`src/rtl/watch_pkg.sv`:
```
// Shared definitions for the watch time-setting controller: state encoding,
// digit field maxima and default timing parameters.
package watch_pkg;

  typedef enum logic [2:0] {
    ST_RUN     = 3'd0,
    ST_SET_H   = 3'd1,
    ST_SET_M10 = 3'd2,
    ST_SET_M1  = 3'd3,
    ST_LOAD    = 3'd4
  } state_t;

  localparam logic [4:0] H_MAX   = 5'd23;
  localparam logic [2:0] M10_MAX = 3'd5;
  localparam logic [3:0] M1_MAX  = 4'd9;

  localparam logic [15:0] DEB_CYC_DEF     = 16'd1000;
  localparam logic [15:0] LOAD_CYC_DEF    = 16'd2000;
  localparam logic [23:0] TIMEOUT_CYC_DEF = 24'd600000;
  localparam logic [15:0] BLINK_DIV_DEF   = 16'd500;

  function automatic logic is_set(input state_t s);
    return (s == ST_SET_H) || (s == ST_SET_M10) || (s == ST_SET_M1);
  endfunction

endpackage

```
`src/rtl/btn_debounce.sv`:
```
// Raw push-button conditioning: 2-FF synchroniser, level debouncer and a
// one-cycle pulse on each accepted rising edge of the debounced level.
module btn_debounce
  import watch_pkg::*;
#(
  parameter logic [15:0] DEB_CYC = DEB_CYC_DEF
) (
  input  logic clk,
  input  logic rst,
  input  logic raw,
  output logic press
);

  logic        sync1;
  logic        sync2;
  logic        level;
  logic        level_d;
  logic [15:0] cnt;

  always_ff @(posedge clk or posedge rst) begin
    if (rst) begin
      sync1   <= 1'b0;
      sync2   <= 1'b0;
      level   <= 1'b0;
      level_d <= 1'b0;
      cnt     <= '0;
    end else begin
      sync1   <= raw;
      sync2   <= sync1;
      level_d <= level;
      // Any sample agreeing with the accepted level restarts the stability count.
      if (sync2 == level) begin
        cnt <= '0;
      end else if (cnt == DEB_CYC - 16'd1) begin
        level <= sync2;
        cnt   <= '0;
      end else begin
        cnt <= cnt + 16'd1;
      end
    end
  end

  assign press = level & ~level_d;

endmodule

```
`src/rtl/watch_set_ctrl.sv`:
```
// Time-setting controller: walks hours / minutes-tens / minutes-units edit
// states, holds the counter chain in load while editing and drives blink masks.
module watch_set_ctrl
  import watch_pkg::*;
#(
  parameter logic [15:0] DEB_CYC     = DEB_CYC_DEF,
  parameter logic [15:0] LOAD_CYC    = LOAD_CYC_DEF,
  parameter logic [23:0] TIMEOUT_CYC = TIMEOUT_CYC_DEF,
  parameter logic [15:0] BLINK_DIV   = BLINK_DIV_DEF
) (
  input  logic       clk_i,
  input  logic       rst_i,
  input  logic       btn_mode_i,
  input  logic       btn_inc_i,
  output logic       cnt_rst_o,
  output logic [4:0] ival_h_o,
  output logic [2:0] ival_m10_o,
  output logic [3:0] ival_m1_o,
  output logic       set_active_o,
  output logic [2:0] blank_o,
  output logic [2:0] state_o
);

  state_t      state;
  state_t      state_nxt;
  logic        mode_press;
  logic        inc_press;
  logic [4:0]  h_nxt;
  logic [2:0]  m10_nxt;
  logic [3:0]  m1_nxt;
  logic [23:0] idle_cnt;
  logic [15:0] load_cnt;
  logic [15:0] blink_cnt;
  logic        phase;
  logic        in_set;
  logic        idle_done;
  logic        load_done;

  btn_debounce #(.DEB_CYC(DEB_CYC)) u_deb_mode (
    .clk   (clk_i),
    .rst   (rst_i),
    .raw   (btn_mode_i),
    .press (mode_press)
  );

  btn_debounce #(.DEB_CYC(DEB_CYC)) u_deb_inc (
    .clk   (clk_i),
    .rst   (rst_i),
    .raw   (btn_inc_i),
    .press (inc_press)
  );

  assign in_set    = is_set(state);
  assign idle_done = (idle_cnt == TIMEOUT_CYC - 24'd1);
  assign load_done = (load_cnt == LOAD_CYC - 16'd1);
  assign state_o   = state;

  // Mode has priority over inc, so a simultaneous inc is dropped.
  always_comb begin
    state_nxt = state;
    h_nxt     = ival_h_o;
    m10_nxt   = ival_m10_o;
    m1_nxt    = ival_m1_o;
    case (state)
      ST_RUN: begin
        if (mode_press) state_nxt = ST_SET_H;
      end
      ST_SET_H: begin
        if (mode_press)     state_nxt = ST_SET_M10;
        else if (inc_press) h_nxt = (ival_h_o == H_MAX) ? 5'd0 : ival_h_o + 5'd1;
        else if (idle_done) state_nxt = ST_LOAD;
      end
      ST_SET_M10: begin
        if (mode_press)     state_nxt = ST_SET_M1;
        else if (inc_press) m10_nxt = (ival_m10_o == M10_MAX) ? 3'd0 : ival_m10_o + 3'd1;
        else if (idle_done) state_nxt = ST_LOAD;
      end
      ST_SET_M1: begin
        if (mode_press)     state_nxt = ST_LOAD;
        else if (inc_press) m1_nxt = (ival_m1_o == M1_MAX) ? 4'd0 : ival_m1_o + 4'd1;
        else if (idle_done) state_nxt = ST_LOAD;
      end
      ST_LOAD: begin
        if (load_done) state_nxt = ST_RUN;
      end
      default: state_nxt = ST_RUN;
    endcase
  end

  always_ff @(posedge clk_i or posedge rst_i) begin
    if (rst_i) begin
      state      <= ST_RUN;
      ival_h_o   <= '0;
      ival_m10_o <= '0;
      ival_m1_o  <= '0;
    end else begin
      state      <= state_nxt;
      ival_h_o   <= h_nxt;
      ival_m10_o <= m10_nxt;
      ival_m1_o  <= m1_nxt;
    end
  end

  always_ff @(posedge clk_i or posedge rst_i) begin
    if (rst_i) begin
      idle_cnt  <= '0;
      load_cnt  <= '0;
      blink_cnt <= '0;
      phase     <= 1'b0;
    end else begin
      if (!in_set || state_nxt != state || mode_press || inc_press) idle_cnt <= '0;
      else                                                          idle_cnt <= idle_cnt + 24'd1;

      if (state == ST_LOAD) load_cnt <= load_cnt + 16'd1;
      else                  load_cnt <= '0;

      // Blink runs continuously across the edit states and parks at 0 elsewhere.
      if (!in_set) begin
        blink_cnt <= '0;
        phase     <= 1'b0;
      end else if (blink_cnt == BLINK_DIV - 16'd1) begin
        blink_cnt <= '0;
        phase     <= ~phase;
      end else begin
        blink_cnt <= blink_cnt + 16'd1;
      end
    end
  end

  always_ff @(posedge clk_i or posedge rst_i) begin
    if (rst_i) begin
      cnt_rst_o    <= 1'b0;
      set_active_o <= 1'b0;
      blank_o      <= 3'b000;
    end else begin
      cnt_rst_o    <= (state != ST_RUN);
      set_active_o <= (state != ST_RUN);
      case (state)
        ST_SET_H:   blank_o <= {phase, 2'b00};
        ST_SET_M10: blank_o <= {1'b0, phase, 1'b0};
        ST_SET_M1:  blank_o <= {2'b00, phase};
        default:    blank_o <= 3'b000;
      endcase
    end
  end

endmodule

```
`config.mk`:
```
export PLATFORM = sky130hd
export DESIGN_NAME = watch_set_ctrl
export DESIGN_NICKNAME = d
export VERILOG_FILES = /design/src/rtl/watch_pkg.sv /design/src/rtl/btn_debounce.sv /design/src/rtl/watch_set_ctrl.sv
export SDC_FILE = /design/constraint.sdc
export NUM_CORES = 1
export LEC_CHECK = 0
export ABC_AREA = 0
export CORE_MARGIN = 2
export CORE_UTILIZATION = 45
export DETAILED_ROUTE_END_ITERATION = 8
export PLACE_DENSITY = 0.63
export SYNTH_ARGS = -nofsm -noshare
export SYNTH_HDL_FRONTEND = slang
export SYNTH_SLANG_ARGS = --single-unit
```
`constraint.sdc`:
```
create_clock -name clk_i -period 8.8 [get_ports clk_i]
set_input_delay 1.32 -clock clk_i [delete_from_list [all_inputs] [get_ports clk_i]]
set_output_delay 1.32 -clock clk_i [all_outputs]
set_load 0.005 [all_outputs]
```
==> metrics.md, run 1 <==
| Metric | Value |
|---|---|
| Starting DRT DRC Count | `between 100 and 150` |
| Clk slew on worst S/H paths | `0.05 ns` |
| First-pass GRT wire length | `17.1 mm` |
| Post-Syn Nets | `around 540` |
| Status | `finished, violations left` |
| Clk Latency, worst-skew pair | `between 0.4 and 0.5 ns` |
| R2R Setup Slk | `roughly 6.6 ns` |
| Critical path required time | `between 7 and 8 ns` |
| Routed vias | `around 3700` |
| Final Setup Violations | `0` |
| Die W | `113 um` |
| H-Tree Depth | `4` |
| Syn Area/Cell | `~10 um2` |
| Initial Util | `around 46%` |
| Via density | `a little over 5` |
| Final Skew | `roughly 0.016 ns` |
| Worst hold path class | `flop to flop` |
| Fin. max-slew vios | `0` |
| Site Rows | `39` |
| Cts hold-fix bufs | `0` |
| Fin worst setup slack | `around 5.9 ns` |
| DR pass1 iterations | `8` |
| Final period utilization | `about a third` |
| HP Start | `u_deb_inc.sync1` |
| WL final | `9.41 mm` |
| Max-slew headroom | `about 30%` |
| Synth Cell Area | `between 0.005 and 0.006 mm2` |
| Gate Count Post-Synth | `529` |
| CP Launch Type | `flop` |
| Leakage | `approximately 2.6 nW` |
| ANT cells | `0` |
| Async set or reset register ratio after synthesis | `100%` |
| Max Fclk | `~350 MHz` |
| Worst hold path endpoint | `u_deb_inc.sync2` |
| Yosys warns | `0` |
| Top delay family on crit path | `buffers and inverters` |
| Worst path bufs/invs | `1` |
| CTS tree | `yes` |
| Post-synth EDFFs | `0` |
| CP max-delay cell | `clkdlybuf4s50_1` |
| Setup TNS | `0 ns` |
| CP Capture Type | `output port` |
| Vias in the first global route | `between 3000 and 4000` |
| Setup bufs post-CTS | `0` |
| Clock share of power | `a little over half` |
| Worst path max stage delay | `0.57 ns` |
| Fin crit period | `between 2 and 3 ns` |
| Gr ovfl total | `0` |
| P_sw | `between 0.2 and 0.25 mW` |
| Least-Margin Pin Slew | `~1.0 ns` |
| Gr usage total | `~17%` |
| Worst R2R Path Depth | `5` |
| Pint | `slightly above 0.9 mW` |
| Multi-input logic area | `approximately 0.0023 mm2` |
| Root Buffer | `clkbuf_16` |
| Synth unique cells | `39` |
| Filler cells | `1014` |
| Synthesized flop and latch total | `roughly 120` |
| Chip height | `approximately 110 um` |
| CTS resizes | `0` |
| Sequential-to-total area share from yosys stat | `between 50 and 60%` |
| Combinational Power Share | `~1.6%` |
| CTS Buffer Depth | `2` |
| Final Net Count | `between 500 and 600` |
| Max-Cap Viols | `0` |
| Wire per inst | `about 13 um` |
| Synth-to-Final Area Change | `16.6%` |
| Maximum VDD drop | `0.133 mV` |
| Worst r2r src | `u_deb_mode.level` |
| Crit path cell chain | `clkdlybuf4s50_1` |
| Final ANT Viol Nets | `0` |
| DRC | `3` |
| Final Hold Vio Count | `0` |
| Hold depth | `0` |
| I/O pin count | `24` |
| Inserted Clock Buffers | `17` |
| Most used DFF post-synth | `dfrtp_1` |
| HPWL after detailed placement | `between 6 and 7 mm` |
| Die area | `approximately 0.013 mm2` |
| Largest net degree at the start of global routing | `65` |
| Core area | `between 0.01 and 0.015 mm2` |
| Sequential Power Share | `between 40% and 50%` |
| Critical Path AT | `between 1.5 and 2 ns` |
| Sequential cell area | `0.00290 mm2` |
| CP Class | `flop to output port` |
| Placed cells | `roughly 690` |
| Sw frac | `between 20% and 30%` |
| Layout cell share with drive strength beyond 1 | `7.69%` |
| RD Place Congestion | `approximately 0.77` |
| Buffers on Ports | `23` |
| Worst reg2reg endpoint | `ival_m1_o[3]` |
| Failing checks | `DRC` |
| Final std cells w/o fill | `between 700 and 800` |
| CTS Sinks | `116` |
| Pwr/cell area | `about 190 mW/mm2` |
| RSZ-0062 raised after global routing | `no` |
| Pre-CTS setup slack | `roughly 5.7 ns` |
| CP max FO | `13` |
| Initial antenna violation count | `0` |
## cell usage in the layout, fill, tap and decap left out, types with 2 or more instances in the layout
master / netlist / final
or4_1: 3 / 3
nor3_1: 16 / 16
a31oi_1: 2 / 2
nand2_1: 37 / 37
clkdlybuf4s50_1: 0 / 23
and4_1: 3 / 3
clkbuf_16: 0 / 17
nor2_1: 117 / 117
o21ai_0: 2 / 2
clkbuf_1: 5 / 3
nand2b_1: 5 / 5
ha_1: 6 / 6
and2_1: 3 / 3
nor4_1: 10 / 10
clkbuf_8: 0 / 5
clkinv_2: 0 / 5
dfrtp_1: 116 / 116
or2_2: 3 / 3
inv_1: 15 / 14
nor4b_1: 3 / 3
nand3_1: 36 / 36
xnor2_1: 38 / 38
a21oi_1: 3 / 3
and3_1: 9 / 9
or3_1: 5 / 5
xor2_1: 47 / 47
mux2_2: 7 / 7
nand4_1: 20 / 20
## stage by stage
stage	util (%)	total power [mW]	area (um2)	hold slack (ns)
2_1_floorplan	-	0.562	5340	0.331
3_3_place_gp	49.4	0.568	5690	0.332
3_5_place_dp	49.4	0.568	5690	0.335
4_1_cts	54.1	1.18	6220	0.346
5_1_grt	54.1	1.21	6220	0.368
6_report	54.1	1.17	6220	0.344
## how the worst max path moves through the flow
stage | cells past startpoint | endpoint | slack (ns) | start
after floorplan | 1 | blank_o[0] | 4.41 | rst_i
after global placement | 3 | load_cnt[7] | 5.68 | rst_i
after detailed placement | 3 | load_cnt[8] | 5.66 | rst_i
after CTS | 1 | state_o[2] | 5.92 | state_o[2]
after global routing | 1 | state_o[2] | 5.87 | state_o[2]
final | 1 | state_o[2] | 5.95 | state_o[2]
## area by class of cell
cell class	instances	area share, %
sequential	116	46.6
multi-input combinational	387	37.2
clock buffer	25	8.12
timing repair buffer	24	3.82
tap	143	2.87
inverter	15	0.945
clock inverter	5	0.402
## registers in the layout (all words and copies together) (netlist names)
signal,flops
blank_o,3
blink_cnt,16
idle_cnt,24
ival_h_o,5
ival_m10_o,3
ival_m1_o,4
load_cnt,16
phase,1
set_active_o,1
state_o,3
u_deb_inc.cnt,16
u_deb_inc.level,1
u_deb_inc.level_d,1
u_deb_inc.sync1,1
u_deb_inc.sync2,1
u_deb_mode.cnt,16
u_deb_mode.level,1
u_deb_mode.level_d,1
u_deb_mode.sync1,1
u_deb_mode.sync2,1
## power by group through the flow
| stage | Sequential [mW] | Combinational [mW] | Clock, mW |
|---|---|---|---|
| 2_1_floorplan | 0.548 | 0.0141 | 0 |
| 3_3_place_gp | 0.548 | 0.0193 | 0 |
| 3_5_place_dp | 0.549 | 0.0195 | 0 |
| 4_1_cts | 0.540 | 0.0200 | 0.623 |
| 5_1_grt | 0.540 | 0.0230 | 0.648 |
| 6_report | 0.540 | 0.0186 | 0.608 |
## cells in the mapped netlist (all sizes together), types with 5 or more instances
library cell | instances | area share (%)
nor2 | 117 | 8.2
nor4 | 11 | 1.4
buf | 6 | 0.84
and3 | 9 | 1.1
clkbuf | 5 | 0.35
ha | 6 | 1.4
or3 | 5 | 0.59
nand4 | 22 | 3.0
xor2 | 47 | 7.7
mux2 | 7 | 1.5
dfrtp | 116 | 54
nand3 | 36 | 3.4
nand2b | 5 | 0.59
xnor2 | 38 | 6.2
nand2 | 37 | 2.6
nor3 | 17 | 1.7
inv | 15 | 1.1
## metal layers
layer	wire length (um)	global-route usage (%)
met1	4680	22.4
met2	4320	26.0
met3	281	4.50
met4	134	6.50
met5	0	0
## cell families (layout without fill, tap and decap cells)
logic type | count (synthesis) | in the layout | share of synthesized area, %
flip-flops | 116 | 116 | 54.4
AO/OA/AOI/OAI | 12 | 12 | 1.55
AND/OR/NAND/NOR | 277 | 277 | 25.0
multiplexers | 7 | 7 | 1.48
buffers and inverters | 26 | 69 | 2.25
XOR/XNOR | 85 | 85 | 13.9
adder cells (fa/ha/maj) | 6 | 6 | 1.41
(Power assumes the default switching activity.)
==> run 2, diff against run 1 <==
- PLACE_DENSITY: 0.63 -> 0.66
- clock period: 8.8 -> 2.5 ns (I/O delays scaled with it)
==> run 2 against run 1 <==
Net effect:
- the flow still finishes with violations (DRC)
- non-clock buffer count rose by 4
- first-iteration DRC count fell by 8.9%
- clock skew fell by 0.0078 ns
- flip-flop and latch count did not move
- critical path type is now flop to flop
- largest cell class unchanged
==> metrics.md, run 2 (synthesis results as in run 1) <==
| Metric | Value |
|---|---|
| HP Start | `u_deb_inc.sync1` |
| Worst hold path class | `flop to flop` |
| Routed vias | `3738 (+1.2%)` |
| Max-Cap Viols | `0 (unchanged)` |
| Chip height | `113 um (unchanged)` |
| Layout cell share with drive strength beyond 1 | `8.82% (+1.1 points)` |
| CP max-delay cell | `nand2b_1` |
| Max-slew headroom | `55.2% (+25 points)` |
| HPWL after detailed placement | `6.50 mm (+2.7%)` |
| Synth-to-Final Area Change | `19.0%` |
| Clk Latency, worst-skew pair | `0.41 ns (about the same)` |
| Gr usage total | `16.8% (+0.088 points)` |
| Final Net Count | `575 (+0.70%)` |
| Fin. max-slew vios | `0 (unchanged)` |
| Worst r2r src | `blink_cnt[0]` |
| Commonest non-fill, non-tap cell in the layout | `nor2_1` |
| Sequential Power Share | `43.7% (-2.6 points)` |
| Max Fclk | `508 MHz` |
| Crit path cell chain | `ha_1 -> nor4b_1 -> nand3_1 -> nor3_1 -> nand2b_1 -> nor2_1` |
| RSZ-0062 raised after global routing | `no` |
| Worst path max stage delay | `0.52 ns (-0.05 ns)` |
| Via density | `5.18 (+0.32%)` |
| CTS resizes | `0 (unchanged)` |
| Buffers on Ports | `23 (unchanged)` |
| Largest net degree at the start of global routing | `41 (-37%)` |
| Fin crit period | `around 2.0 ns` |
| Hold depth | `0 (unchanged)` |
| Least-Margin Pin Slew | `0.666 ns (-0.375 ns)` |
| H-Tree Depth | `4 (unchanged)` |
| Placement-stage cell area | `0.00576 mm2 (+1.2%)` |
| DRC | `5 (+2)` |
| Worst R2R Path Depth | `6 (+1)` |
| Initial antenna violation count | `0 (unchanged)` |
| Starting DRT DRC Count | `133 (-8.9%)` |
| Pwr/cell area | `684 mW/mm2 (+260%)` |
| CP Launch Type | `flop` |
| CP max FO | `16 (+3)` |
| Die area | `0.0128 mm2 (unchanged)` |
| I/O pin count | `24 (unchanged)` |
| Failing checks | `DRC` |
| P_sw | `0.865 mW (+270%)` |
| DR pass1 iterations | `6 (-2)` |
| Critical Path AT | `2.24 ns (+0.71 ns)` |
| Final period utilization | `78.8%` |
| Cts hold-fix bufs | `0 (unchanged)` |
| Final Setup Violations | `0 (unchanged)` |
| Final instance area | `0.00635 mm2 (+2.1%)` |
| Clock share of power | `54.5% (+2.4 points)` |
| Final ANT Viol Nets | `0 (unchanged)` |
| CTS tree | `yes` |
| Setup bufs post-CTS | `0 (unchanged)` |
| Status | `finished, violations left` |
| ANT cells | `0 (unchanged)` |
| Die W | `113 um (unchanged)` |
| CP Capture Type | `flop` |
| Setup TNS | `0 ns (unchanged)` |
| CTS Buffer Depth | `2 (unchanged)` |
| Worst hold path endpoint | `u_deb_inc.sync2` |
| First-pass GRT wire length | `16.9 mm (-0.81%)` |
| Inserted Clock Buffers | `17 (unchanged)` |
| RD Place Congestion | `0.771 (+0.25%)` |
| Combinational Power Share | `1.8% (+0.2 points)` |
| CTS Sinks | `116 (unchanged)` |
| Site Rows | `39 (unchanged)` |
| Final Skew | `0.00774 ns (-0.00781 ns)` |
| Sw frac | `19.9% (-0.15 points)` |
| Vias in the first global route | `3803 (+3.0%)` |
| Final Hold Vio Count | `0 (unchanged)` |
| Worst reg2reg endpoint | `blink_cnt[3]` |
| Root Buffer | `clkbuf_16` |
| Largest register by flop count | `idle_cnt` |
| Worst path bufs/invs | `0 (-1)` |
| Leakage | `2.64 nW (+2.0%)` |
| Highest-count cells in the layout ignoring fill and taps | `nor2_1 (117), dfrtp_1 (116), xor2_1 (47)` |
| Top delay family on crit path | `simple AND/OR/NAND/NOR gates` |
| Maximum VDD drop | `0.674 mV (+410%)` |
| WL final | `9.60 mm (+2.0%)` |
| Wire per inst | `13.3 um (+1.1%)` |
| Pint | `3.48 mW (+270%)` |
| Core area | `0.0115 mm2 (unchanged)` |
| Critical path required time | `2.77 ns (-4.71 ns)` |
| R2R Setup Slk | `0.53 ns (-6.10 ns)` |
| Gr ovfl total | `0 (unchanged)` |
| Clk slew on worst S/H paths | `0.05 ns (about the same)` |
| CP Class | `flop to flop` |
| Max FFs per register | `24 (unchanged)` |
| Initial Util | `46.4% (unchanged)` |
run 2: cell count changes in the layout (fill, tap and decap cells not counted), sizes merged:
cell,previous run,this run
buf,1,5
bufinv,0,2
clkbuf,25,23
clkinv,5,6
clkinvlp,0,2
inv,15,14
run 2: worst register-to-register path: stages (launching register included):
cell,delay [ns]
dfrtp_1,0.38
ha_1,0.22
nor4b_1,0.25
nand3_1,0.11
nor3_1,0.25
nand2b_1,0.52
nor2_1,0.11
run 2: worst max path at each step:
stage | from | endpoint | cells after the start
floorplan | rst_i | blank_o[0] | 1
global placement | blink_cnt[0] | blink_cnt[6] | 6
detailed placement | blink_cnt[0] | blink_cnt[6] | 6
CTS | blink_cnt[0] | blink_cnt[3] | 6
global route | blink_cnt[0] | blink_cnt[3] | 6
finish | blink_cnt[0] | blink_cnt[3] | 6
run 2: cell type report:
cell class / count / area [um2]
inverter: 15 / 60.1
sequential: 116 / 2900
clock buffer: 23 / 488
tap: 143 / 179
fill: 1003 / 5160
timing repair buffer: 28 / 305
clock inverter: 9 / 101
multi-input combinational: 387 / 2320
run 2: power groups by stage:
stage	sequential (mW)	combinational [mW]	clock, mW
floorplan	1.93	0.0501	0
global placement	1.93	0.0785	0
detailed placement	1.93	0.0806	0
CTS	1.90	0.0810	2.42
global route	1.90	0.0903	2.50
finish	1.90	0.0762	2.37
run 2: per-stage QoR:
step	power [mW]	setup slack (ns)	utilization, %	instances	hold WS (ns)
after detailed placement	2.01	0.502	50.0	689	0.338
after global placement	2.01	0.570	50.0	689	0.334
after CTS	4.40	0.480	55.2	721	0.350
final	4.34	0.530	55.2	721	0.347
after global routing	4.49	0.199	55.2	721	0.359
after floorplan	1.98	0.712	-	529	0.331
run 2: layer usage:
| metal | vias up | track usage [%] | wire length (um) |
|---|---|---|---|
| met5 | - | 0 | 0 |
| met4 | 0 | 7.80 | 151 |
| met3 | 14 | 5.68 | 335 |
| met2 | 43 | 25.9 | 4520 |
| met1 | 1828 | 21.5 | 4590 |
| li1 | 1853 | - | - |
==> run 3, diff against run 2 <==
- clock period: 2.5 -> 1.8 ns (I/O delays scaled with it)
==> run 3 against run 2 <==
Net effect:
- total power increased by 32%
- sequential power increased by 39%
- count of clock-buffer cells in the layout increased by 5
- via count increased by 4.4%
- the flow finishes with violations (DRC, setup timing)
- combinational power increased by 36%
- clock power increased by 26%
- highest routed layer unchanged
==> metrics.md, run 3 (synthesis results as in run 1) <==
| Metric | Value |
|---|---|
| Largest register by flop count | `idle_cnt` |
| Filler cells | `998 (-0.50%)` |
| CP Class | `flop to flop` |
| ANT cells | `0 (unchanged)` |
| Clk slew on worst S/H paths | `0.05 ns (about the same)` |
| Initial Util | `46.4% (unchanged)` |
| Buffers on Ports | `23 (unchanged)` |
| Critical path required time | `2.10 ns (-0.67 ns)` |
| Final Setup Violations | `27 (+27)` |
| Wire per inst | `13.5 um (+1.7%)` |
| Leakage | `2.78 nW (+5.3%)` |
| Final Hold Vio Count | `0 (unchanged)` |
| Final ANT Viol Nets | `0 (unchanged)` |
| Clk Latency, worst-skew pair | `0.42 ns (about the same)` |
| Core area | `0.0115 mm2 (unchanged)` |
| Chip height | `113 um (unchanged)` |
| Worst path bufs/invs | `1 (+1)` |
| Final Net Count | `604 (+5.0%)` |
| Max-slew headroom | `66.7% (+12 points)` |
| Root Buffer | `clkbuf_16` |
| Cts hold-fix bufs | `0 (unchanged)` |
| Gr usage total | `17.9% (+1.1 points)` |
| DR pass1 iterations | `6 (unchanged)` |
| Highest-count cells in the layout ignoring fill and taps | `nor2_1 (117), dfrtp_1 (115), xor2_1 (47)` |
| Initial antenna violation count | `0 (unchanged)` |
| Top delay family on crit path | `simple AND/OR/NAND/NOR gates` |
| I/O pin count | `24 (unchanged)` |
| Crit path cell chain | `or4_4 -> nor3_4 -> nand4_4 -> buf_6 -> a31oi_1 -> nor2_1` |
| Fin. max-slew vios | `0 (unchanged)` |
| Pwr/cell area | `870 mW/mm2 (+27%)` |
| R2R Setup Slk | `-0.07 ns (-0.60 ns)` |
| Status | `finished, violations left` |
| WP depth | `6 (unchanged)` |
| H-Tree Depth | `4 (unchanged)` |
| Busiest grt layer | `met2` |
| Failing checks | `DRC, setup timing` |
| Synth-to-Final Area Change | `23.6%` |
| Sequential cell area | `0.00290 mm2 (about the same)` |
| Fin worst setup slack | `-0.0687 ns (-0.598 ns)` |
| RSZ-0062 raised after global routing | `yes` |
| Starting DRT DRC Count | `213 (+60%)` |
| Max Fclk | `535 MHz (+5.4%)` |
| Gr ovfl total | `0 (unchanged)` |
| DRC | `5 (unchanged)` |
| Worst r2r src | `idle_cnt[21]` |
| Site Rows | `39 (unchanged)` |
| Worst hold path class | `input port to async pin` |
| CP Capture Type | `flop` |
| Critical Path AT | `2.17 ns (-0.07 ns)` |
| Inserted Clock Buffers | `17 (unchanged)` |
| Routed vias | `3902 (+4.4%)` |
| Via density | `5.20 (+0.35%)` |
| Worst path max stage delay | `0.56 ns (+0.04 ns)` |
| Worst reg2reg endpoint | `state_o[1]` |
| Largest net degree at the start of global routing | `46 (+12%)` |
| CP Launch Type | `flop` |
| Final Skew | `0.00618 ns (-0.00156 ns)` |
| Die W | `113 um (unchanged)` |
| CTS Sinks | `116 (unchanged)` |
| CP max-delay cell | `or4_4` |
| Final std cells w/o fill | `750 (+4.0%)` |
| Fin crit period | `1.87 ns (-0.102 ns)` |
| Final period utilization | `104% (+25 points)` |
| Die area | `0.0128 mm2 (unchanged)` |
| Placed cells | `715 (+3.8%)` |
| Max FFs per register | `24 (unchanged)` |
| Met3 usage | `6.53% (+0.86 points)` |
| Met1 Resource Use GR | `22.5% (+1.0 points)` |
| CP Capture Point | `state_o[1]` |
| Layout cell share with drive strength beyond 1 | `13.7% (+4.9 points)` |
| Total power | `5.74 mW (+32%)` |
| CP max FO | `4 (-12)` |
| Commonest non-fill, non-tap cell in the layout | `nor2_1` |
| HPWL after detailed placement | `6.79 mm (+4.6%)` |
| Worst setup path startpoint | `idle_cnt[21]` |
| WL final | `10.2 mm (+5.8%)` |
| CTS tree | `yes` |
| Max-Cap Viols | `0 (unchanged)` |
| Setup TNS | `-0.944 ns (-0.944 ns)` |
| Worst R2R Path Depth | `6 (unchanged)` |
| Met2 usage | `27.7% (+1.8 points)` |
| Least-Margin Pin Slew | `0.497 ns (-0.169 ns)` |
| Maximum VDD drop | `0.720 mV (+6.9%)` |
| Multi-input logic area | `0.00240 mm2 (+3.5%)` |
| RD Place Congestion | `0.748 (-3.0%)` |
| Worst hold slack | `0.203 ns (-0.145 ns)` |
| First-pass GRT wire length | `17.9 mm (+5.8%)` |
| CTS Buffer Depth | `2 (unchanged)` |
| Vias in the first global route | `3974 (+4.5%)` |
-- run 3: cell types whose count changed in the layout (fill, tap and decap cells not counted), sizes merged --
cell | before | now
buf | 5 | 33
clkbuf | 23 | 28
bufinv | 2 | 0
clkinv | 6 | 4
clkinvlp | 2 | 1
nand4 | 22 | 23
-- run 3: what timing repair did --
action	in CTS	in global routing
gates resized for setup	6	8
endpoints found under the hold margin	0	0
setup endpoints to repair	26	82
gates cloned	1	0
setup buffers	2	0
pin swaps	4	1
-- run 3: how the worst min path moves through the flow --
stage / to / cells after the start
after global placement: u_deb_inc.sync2 / 0
final: ival_m1_o[2] / 2
after CTS: ival_m1_o[2] / 2
after global routing: ival_m1_o[0] / 2
after floorplan: u_deb_inc.sync1 / 0
after detailed placement: u_deb_mode.sync2 / 0
-- run 3: power by group --
part,internal [mW],switching [mW]
registers,2.63,0.0107
clock network,1.93,1.07
logic,0.0312,0.0730
total,4.59,1.15
-- run 3: worst reg2reg max path: stages (launching register included) --
cell     delay, ns
dfrtp_1       0.37
or4_4         0.56
nor3_4        0.25
nand4_4       0.21
buf_6         0.18
a31oi_1       0.12
nor2_1        0.06
-- run 3: final cells by class --
cell class	instances	share of cell area, %
repair buffers	56	7.87
inverters	15	0.910
clock inverters	4	0.303
flip-flops and latches	116	44.0
multi-input cells	388	36.3
well taps	143	2.71
clock buffers	28	7.83
-- run 3: layer usage --
metal	vias up	part of all wire, %	wire length, um
li1	1913	-	-
met5	-	0	0
met1	1908	45	4570
met2	65	49	4940
met3	16	4.5	461
met4	0	1.8	180
-- run 3: through the flow --
| stage | cell area, um2 | worst slack, ns | util [%] |
|---|---|---|---|
| after global routing | 6600 | -0.110 | 57.3 |
| after CTS | 6560 | -0.0237 | 56.9 |
| after detailed placement | 5960 | -0.0906 | 51.7 |
| final | 6600 | -0.0687 | 57.3 |
| after global placement | 5960 | -0.0362 | 51.7 |
| after floorplan | 5340 | 0.0121 | - |
